`src/rtl/bus_arbiter.sv`:
```
// Two-master (CPU = m0, DMA = m1) round-robin arbiter in front of a single slave bus.
// Optional watchdog on slave completion is enabled by defining BUS_ARB_TIMEOUT_EN.
module bus_arbiter #(
  parameter int ADDR_W  = 64,
  parameter int DATA_W  = 64,
  parameter int TIMEOUT = 15
) (
  input  logic              clk,
  input  logic              reset,
  input  logic              m0_req,
  input  logic              m1_req,
  input  logic              m0_we,
  input  logic              m1_we,
  input  logic [ADDR_W-1:0] m0_addr,
  input  logic [ADDR_W-1:0] m1_addr,
  input  logic [DATA_W-1:0] m0_wdata,
  input  logic [DATA_W-1:0] m1_wdata,
  output logic              m0_gnt,
  output logic              m1_gnt,
  output logic              m0_done,
  output logic              m1_done,
  output logic              m0_err,
  output logic              m1_err,
  output logic [DATA_W-1:0] m0_rdata,
  output logic [DATA_W-1:0] m1_rdata,
  output logic [ADDR_W-1:0] s_addr,
  output logic [DATA_W-1:0] s_wdata,
  output logic              s_re,
  output logic              s_we,
  input  logic              s_ready,
  input  logic [DATA_W-1:0] s_rdata
);

  typedef enum logic [1:0] {IDLE, BUSY, DONE} state_t;

  state_t            state_q, state_d;
  logic              owner_q, owner_d;
  logic              last_q, last_d;
  logic [ADDR_W-1:0] addr_q, addr_d;
  logic [DATA_W-1:0] wdata_q, wdata_d;
  logic              re_q, re_d, we_q, we_d;
  logic              gnt0_q, gnt0_d, gnt1_q, gnt1_d;
  logic              done0_q, done0_d, done1_q, done1_d;
  logic [DATA_W-1:0] rdata0_q, rdata0_d, rdata1_q, rdata1_d;
  logic              win;
  logic              fin;
  logic              fin_err;
  logic [DATA_W-1:0] fin_data;

`ifdef BUS_ARB_TIMEOUT_EN
  localparam int WD_W = (TIMEOUT > 1) ? $clog2(TIMEOUT + 1) : 1;
  logic [WD_W-1:0] wd_q, wd_d;
  logic            err0_q, err0_d, err1_q, err1_d;
`endif

  always_ff @(posedge clk or negedge reset) begin
    if (!reset) begin
      state_q  <= IDLE;
      owner_q  <= 1'b0;
      last_q   <= 1'b1;
      addr_q   <= '0;
      wdata_q  <= '0;
      re_q     <= 1'b0;
      we_q     <= 1'b0;
      gnt0_q   <= 1'b0;
      gnt1_q   <= 1'b0;
      done0_q  <= 1'b0;
      done1_q  <= 1'b0;
      rdata0_q <= '0;
      rdata1_q <= '0;
`ifdef BUS_ARB_TIMEOUT_EN
      wd_q     <= '0;
      err0_q   <= 1'b0;
      err1_q   <= 1'b0;
`endif
    end else begin
      state_q  <= state_d;
      owner_q  <= owner_d;
      last_q   <= last_d;
      addr_q   <= addr_d;
      wdata_q  <= wdata_d;
      re_q     <= re_d;
      we_q     <= we_d;
      gnt0_q   <= gnt0_d;
      gnt1_q   <= gnt1_d;
      done0_q  <= done0_d;
      done1_q  <= done1_d;
      rdata0_q <= rdata0_d;
      rdata1_q <= rdata1_d;
`ifdef BUS_ARB_TIMEOUT_EN
      wd_q     <= wd_d;
      err0_q   <= err0_d;
      err1_q   <= err1_d;
`endif
    end
  end

  // On a tie the master that did not win last time goes next.
  always_comb begin
    state_d  = state_q;
    owner_d  = owner_q;
    last_d   = last_q;
    addr_d   = addr_q;
    wdata_d  = wdata_q;
    re_d     = re_q;
    we_d     = we_q;
    gnt0_d   = gnt0_q;
    gnt1_d   = gnt1_q;
    done0_d  = 1'b0;
    done1_d  = 1'b0;
    rdata0_d = rdata0_q;
    rdata1_d = rdata1_q;
    win      = (m0_req && m1_req) ? ~last_q : m1_req;
    fin      = 1'b0;
    fin_err  = 1'b0;
    fin_data = '0;
`ifdef BUS_ARB_TIMEOUT_EN
    wd_d     = wd_q;
    err0_d   = 1'b0;
    err1_d   = 1'b0;
`endif

    case (state_q)
      IDLE: begin
        if (m0_req || m1_req) begin
          owner_d = win;
          last_d  = win;
          addr_d  = win ? m1_addr  : m0_addr;
          wdata_d = win ? m1_wdata : m0_wdata;
          we_d    = win ? m1_we    : m0_we;
          re_d    = win ? ~m1_we   : ~m0_we;
          gnt0_d  = ~win;
          gnt1_d  = win;
          state_d = BUSY;
`ifdef BUS_ARB_TIMEOUT_EN
          wd_d    = '0;
`endif
        end
      end
      BUSY: begin
        if (s_ready) begin
          fin      = 1'b1;
          fin_data = we_q ? '0 : s_rdata;
        end
`ifdef BUS_ARB_TIMEOUT_EN
        else if (wd_q == WD_W'(TIMEOUT - 1)) begin
          fin      = 1'b1;
          fin_err  = 1'b1;
          fin_data = '1;
        end else begin
          wd_d = wd_q + 1'b1;
        end
`endif
      end
      DONE: begin
        state_d = IDLE;
      end
      default: begin
        state_d = IDLE;
      end
    endcase

    // Completion (normal or watchdog) releases the bus and loads the owner's result.
    if (fin) begin
      re_d    = 1'b0;
      we_d    = 1'b0;
      gnt0_d  = 1'b0;
      gnt1_d  = 1'b0;
      state_d = DONE;
      if (owner_q) begin
        done1_d  = 1'b1;
        rdata1_d = fin_data;
      end else begin
        done0_d  = 1'b1;
        rdata0_d = fin_data;
      end
    end
`ifdef BUS_ARB_TIMEOUT_EN
    err0_d = fin & ~owner_q & fin_err;
    err1_d = fin & owner_q & fin_err;
`endif
  end

  assign m0_gnt   = gnt0_q;
  assign m1_gnt   = gnt1_q;
  assign m0_done  = done0_q;
  assign m1_done  = done1_q;
  assign m0_rdata = rdata0_q;
  assign m1_rdata = rdata1_q;
  assign s_addr   = addr_q;
  assign s_wdata  = wdata_q;
  assign s_re     = re_q;
  assign s_we     = we_q;

`ifdef BUS_ARB_TIMEOUT_EN
  assign m0_err = err0_q;
  assign m1_err = err1_q;
`else
  assign m0_err = 1'b0;
  assign m1_err = 1'b0;
`endif

endmodule

```
`config.mk`:
```
export PLATFORM = sky130hd
export DESIGN_NAME = bus_arbiter
export DESIGN_NICKNAME = d
export VERILOG_FILES = /design/src/rtl/bus_arbiter.sv
export SDC_FILE = /design/constraint.sdc
export NUM_CORES = 1
export LEC_CHECK = 0
export BUFFER_PORTS_ARGS = -buffer_cell sky130_fd_sc_hd__buf_4
export CAP_MARGIN = 30
export CORE_AREA = 3 3 230 232
export CTS_CLUSTER_SIZE = 30
export DETAILED_ROUTE_END_ITERATION = 7
export DIE_AREA = 0 0 233 235
export HOLD_SLACK_MARGIN = 0.1
export PLACE_DENSITY = 0.46
export RECOVER_POWER = 50
export SYNTH_ARGS = -nofsm -noshare
export SYNTH_HDL_FRONTEND = slang
export SYNTH_SLANG_ARGS = --single-unit
```
`constraint.sdc`:
```
create_clock -name clk -period 2 [get_ports clk]
set_clock_uncertainty 0.1 [all_clocks]
set_input_delay 0.3 -clock clk [delete_from_list [all_inputs] [get_ports clk]]
set_output_delay 0.3 -clock clk [all_outputs]
set_load 0.1 [all_outputs]
```
-- After elaboration in Yosys (flattened, before gate mapping)
Cells that the tools add are included.
- flip-flop bits (word level): 266
- bits of input ports: 327
- output and inout bits: 264
- logic and storage cells: 60
- equal/unequal tests: 3
- multiplexer cells: 29
- bitwise operators: 5
- reduce and logical (&&, ||, !) cells: 10
- operators by type and width (cell ; count):
    $mux W64 ; 5
    $mux W1 ; 21
    $reduce_and A2 Y1 ; 5
    $not A1 Y1 ; 5
    $mux W2 ; 2
    $pmux W2 S2 ; 1
    $reduce_bool A2 Y1 ; 2
    $ne A3 B3 Y1 const B ; 1
    $eq A2 B1 Y1 const B ; 1
    $logic_not A2 Y1 ; 1
    $ne A2 B2 Y1 const B ; 1
    $logic_and A1 B1 Y1 ; 1
    $logic_or A1 B1 Y1 ; 1

-- Longest topological paths before layout
- word-level depth: 6
- gate-level depth with buffers: 7
- mapped depth without buffers: 4

-- Least setup slack after synthesis
Ideal clock, no wire load.
- kind: reg2reg
- from: register we_q, in the netlist s_we
- to: register rdata0_q[10], in the netlist m0_rdata[10]
- data arrival time: 1800 ps
- data required time: 1831 ps
- slack: 32 ps
- cell stages (with the launch flop): 4
- buffers on the path: 1
- period minus slack after synthesis: 1968 ps
- cell sequence: dfrtp_1 -> nor4_4 -> clkbuf_1 -> a22o_1
- longest elaborated chain between the ends: 3
- RTL lines (what ; RTL line ; text):
    from (decl) ; 41 ; logic re_q, re_d, we_q, we_d;
    from (signal assigned) ; 83 ; we_q <= we_d;
    $mux W64 ; 143 ; fin_data = we_q ? '0 : s_rdata;
    $mux W64 ; 141 ; if (s_ready) begin
    $mux W64 ; 123 ; case (state_q)
    to (signal assigned) ; 88 ; rdata0_q <= rdata0_d;
    to (decl) ; 44 ; logic [DATA_W-1:0] rdata0_q, rdata0_d, rdata1_q, rdata1_d;
Every way passes these cells.
A chain may end at the register's enable or synchronous reset.

-- Worst setup path after layout
- from: register last_q
- to: register wdata_q[61], in the netlist s_wdata[61]
- longest elaborated chain between the ends: 3
- RTL lines (what ; RTL line ; text):
    from (decl) ; 38 ; logic last_q, last_d;
    from (signal assigned) ; 79 ; last_q <= last_d;
    $not A1 Y1 ; 113 ; win = (m0_req && m1_req) ? ~last_q : m1_req;
    $mux W1 ; 113 ;
    $mux W64 ; 129 ; wdata_d = win ? m1_wdata : m0_wdata;
    to (signal assigned) ; 81 ; wdata_q <= wdata_d;
    to (decl) ; 40 ; logic [DATA_W-1:0] wdata_q, wdata_d;
Every way passes these cells.

==> run_results.csv <==
group,metric,value,unit
drt,postRouteAntennaNets,0,
global_routing,grt.overflow.total,0,
timing,worst_slew_pin_slew,1014,ps
drt,first_pass_iters,5,
timing,fin_tns_setup,0,ps
place,place.gp.congestion,0.7713,
timing,holdWs,151.4,ps
die,design.portCount,591,
worst_setup_path,startpoint_type,"flip-flop",
final_layout,fill_cells,4856,
drt,vias,9979,
timing,fmaxAchievable,524.6,MHz
place,postPlaceCellArea,0.01706,sq mm
timing,period_needed,1906,ps
yosys,yosys.area_share.simple,0.7800,%
yosys,yosys_warnings,0,
worst_setup_path,end_kind,"flip-flop",
global_routing,gr-usage-all-layers,15.85,%
place,place.port_buffers,588,
worst_setup_path,crit_arrival,2250,ps
timing,final_max_slew_viol_count,0,
global_routing,antenna_found_initial,2,
drt,drtIter0Drc,291,
global_routing,grt_pass1_wl,68.34,mm
die,start_util,22.56,%
yosys,synth_compound_area_share,10.29,%
drt,vias_per_cell,4.203,
yosys,yosys.area_share.adder,0,%
global_routing,grt_max_degree,65,
yosys,synth.avg_cell_area,15.57,sq um
global_routing,grt_pass1_vias,11170,
timing,finalCritPeriodShare,95.32,%
die,die_h,235,um
timing,slew_headroom,32.42,%
worst_setup_path,required,2340,ps
yosys,synth_top_area_share,57.42,%
yosys,synth_xor_area_share,0,%
outcome,status,"finished, final reports clean",
worst_setup_path,path_class,"reg2reg",
final_layout,areaGrowthSynthToFinish,80.98,%
final_layout,fin_nets,2000,
clocking,clk_pin_slew,60,ps
yosys,synth-seq-area-share,57.64,%
drt,wl_per_cell,19.07,um
die,core_area,0.05120,sq mm
timing,hold_viol,0,
yosys,synth.largest_area_cell,"dfrtp_1",
drt,routed_wl,45.28,mm
die,dieArea,0.05476,sq mm
worst_setup_path,crit_fanout,18,
yosys,synth-seq-cells,266,
die,fp.dieW,233,um
clocking,cts_resized,0,
yosys,synth_top_family_by_area,"multiplexers",
min_path,min_path_type,"in2async",
yosys,postSynthCellCount,742,
clocking,clk_latency,550,ps
die,core.rowCount,83,
job,maxCapViolCount,0,
drt,drcViolationCount,0,
yosys,synth_area_leaders,"dfrtp_1, mux2_2, mux2_4, a22o_1, buf_2",
yosys,synth_mux_area_share,28.10,%
clocking,clockBufferDepth,3,
clocking,cts_tree,"done",
timing,setup_viol,0,
clocking,cts_max_level,1,
yosys,synth_cell_type_count,29,
final_layout,drive_above_1_share,55.14,%
clocking,numCtsBuffers,31,
place,hpwl,31.86,mm
clocking,cts_root_buffer,"clkbuf_16",
final_layout,fin_area,0.02090,sq mm
clocking,clock-sinks,266,
yosys,syn_area,0.01155,sq mm
timing,rsz0062_at_grt,"no",
-- routing by layer --
layer	GRT usage (%)	vias up	routed length [um]
met5	0	-	0
met1	18.64	4892	17870
met4	5.207	0	1437
met3	4.243	70	3566
met2	27.82	408	22410
li1	-	4609	-
-- per-stage QoR --
| step | util (%) | setup WS (ps) | instances |
|---|---|---|---|
| global route | 40.83 | 23.38 | 2374 |
| finish | 40.83 | 93.67 | 2374 |
| floorplan | - | 31.55 | 743 |
| detailed placement | 33.32 | 93.71 | 1992 |
| CTS | 41.62 | 72.62 | 2372 |
| global placement | 33.32 | 108.6 | 1992 |
-- synthesized netlist by cell type --
cell type / n
nand2b_1: 1
buf_2: 27
a31oi_1: 1
a21oi_1: 1
dfstp_2: 1
mux2_4: 88
dfrtp_1: 265
inv_1: 4
mux2_2: 170
nor4b_1: 1
nand3b_1: 1
a2bb2oi_1: 1
nor2b_1: 1
buf_6: 11
clkbuf_1: 9
nor2_1: 2
mux2i_1: 1
a211oi_1: 2
buf_1: 11
and2_1: 1
conb_1: 1
nor3_1: 3
nand2_1: 3
a21bo_1: 1
buf_4: 2
a22o_1: 128
o21ai_0: 3
nor4_4: 1
a21o_1: 1
-- final timing paths --
check                                                 to  cells past startpoint  slack [ps]                     start
worst max register to register   s_wdata[61]$_DFFE_PN0P_                      5          90        last_q$_DFFE_PN1P_
max in group asynchronous        s_wdata[13]$_DFFE_PN0P_                      3         270                     reset
min in group clk                m1_rdata[22]$_DFFE_PN0P_                      1         400  m1_rdata[22]$_DFFE_PN0P_
worst max-delay path             s_wdata[61]$_DFFE_PN0P_                      5          90        last_q$_DFFE_PN1P_
worst min-delay path             s_wdata[39]$_DFFE_PN0P_                      2         150                     reset
worst min register to register  m1_rdata[22]$_DFFE_PN0P_                      1         400  m1_rdata[22]$_DFFE_PN0P_
-- critical path: stages, from the launching register on --
cell	delay, ps
dfstp_2	550
a21bo_4	160
buf_12	170
buf_12	200
mux2_4	310
mux2_2	260
-- logic make-up after synthesis --
group                  after synthesis
DFF                                266
other                                1
buffers and inverters               64
muxes                              259
AOI/OAI and AO/OA                  138
and+or+nand+nor                     14
-- flip-flops by register name, indices dropped and copies added (netlist names), 2 cells and up --
register and cells:
m0_rdata 64, m1_rdata 64, s_addr 64, s_wdata 64
state_q 2
-- cells in the final DEF (no fill, tap or decap), types with 2 or more instances in the layout --
master / count
clkbuf_2: 129
nor3_1: 2
a22o_1: 128
buf_4: 474
clkbuf_1: 12
mux2_4: 88
diode_2: 2
clkbuf_16: 31
dfrtp_1: 265
a211oi_1: 2
conb_1: 2
nand2_1: 2
clkinv_2: 6
mux2_2: 170
o21ai_0: 3
dlygate4sd3_1: 328
clkbuf_8: 10
inv_1: 4
nor2_1: 2
buf_12: 15
-- repair_timing --
action                                 CTS  global route
hold buffers                           328             0
setup endpoints to repair                0             0
setup buffers                            0             0
endpoints found under the hold margin  527             0
-- final cells by class --
class	count	area, sq um	share of cell area [%]
Antenna cell	2	5.005	0.02394
Clock buffer	45	928.4	4.442
Clock inverter	7	38.79	0.1856
Inverter	4	15.01	0.07183
Multi-Input combinational cell	413	4554	21.79
Sequential cell	266	6658	31.85
Tap cell	680	850.8	4.070
Timing Repair Buffer	957	7853	37.57
Power is left out: the tool's default activity adds up to more than one toggle a clock period on the data nets, which glitch-free logic cannot reach.
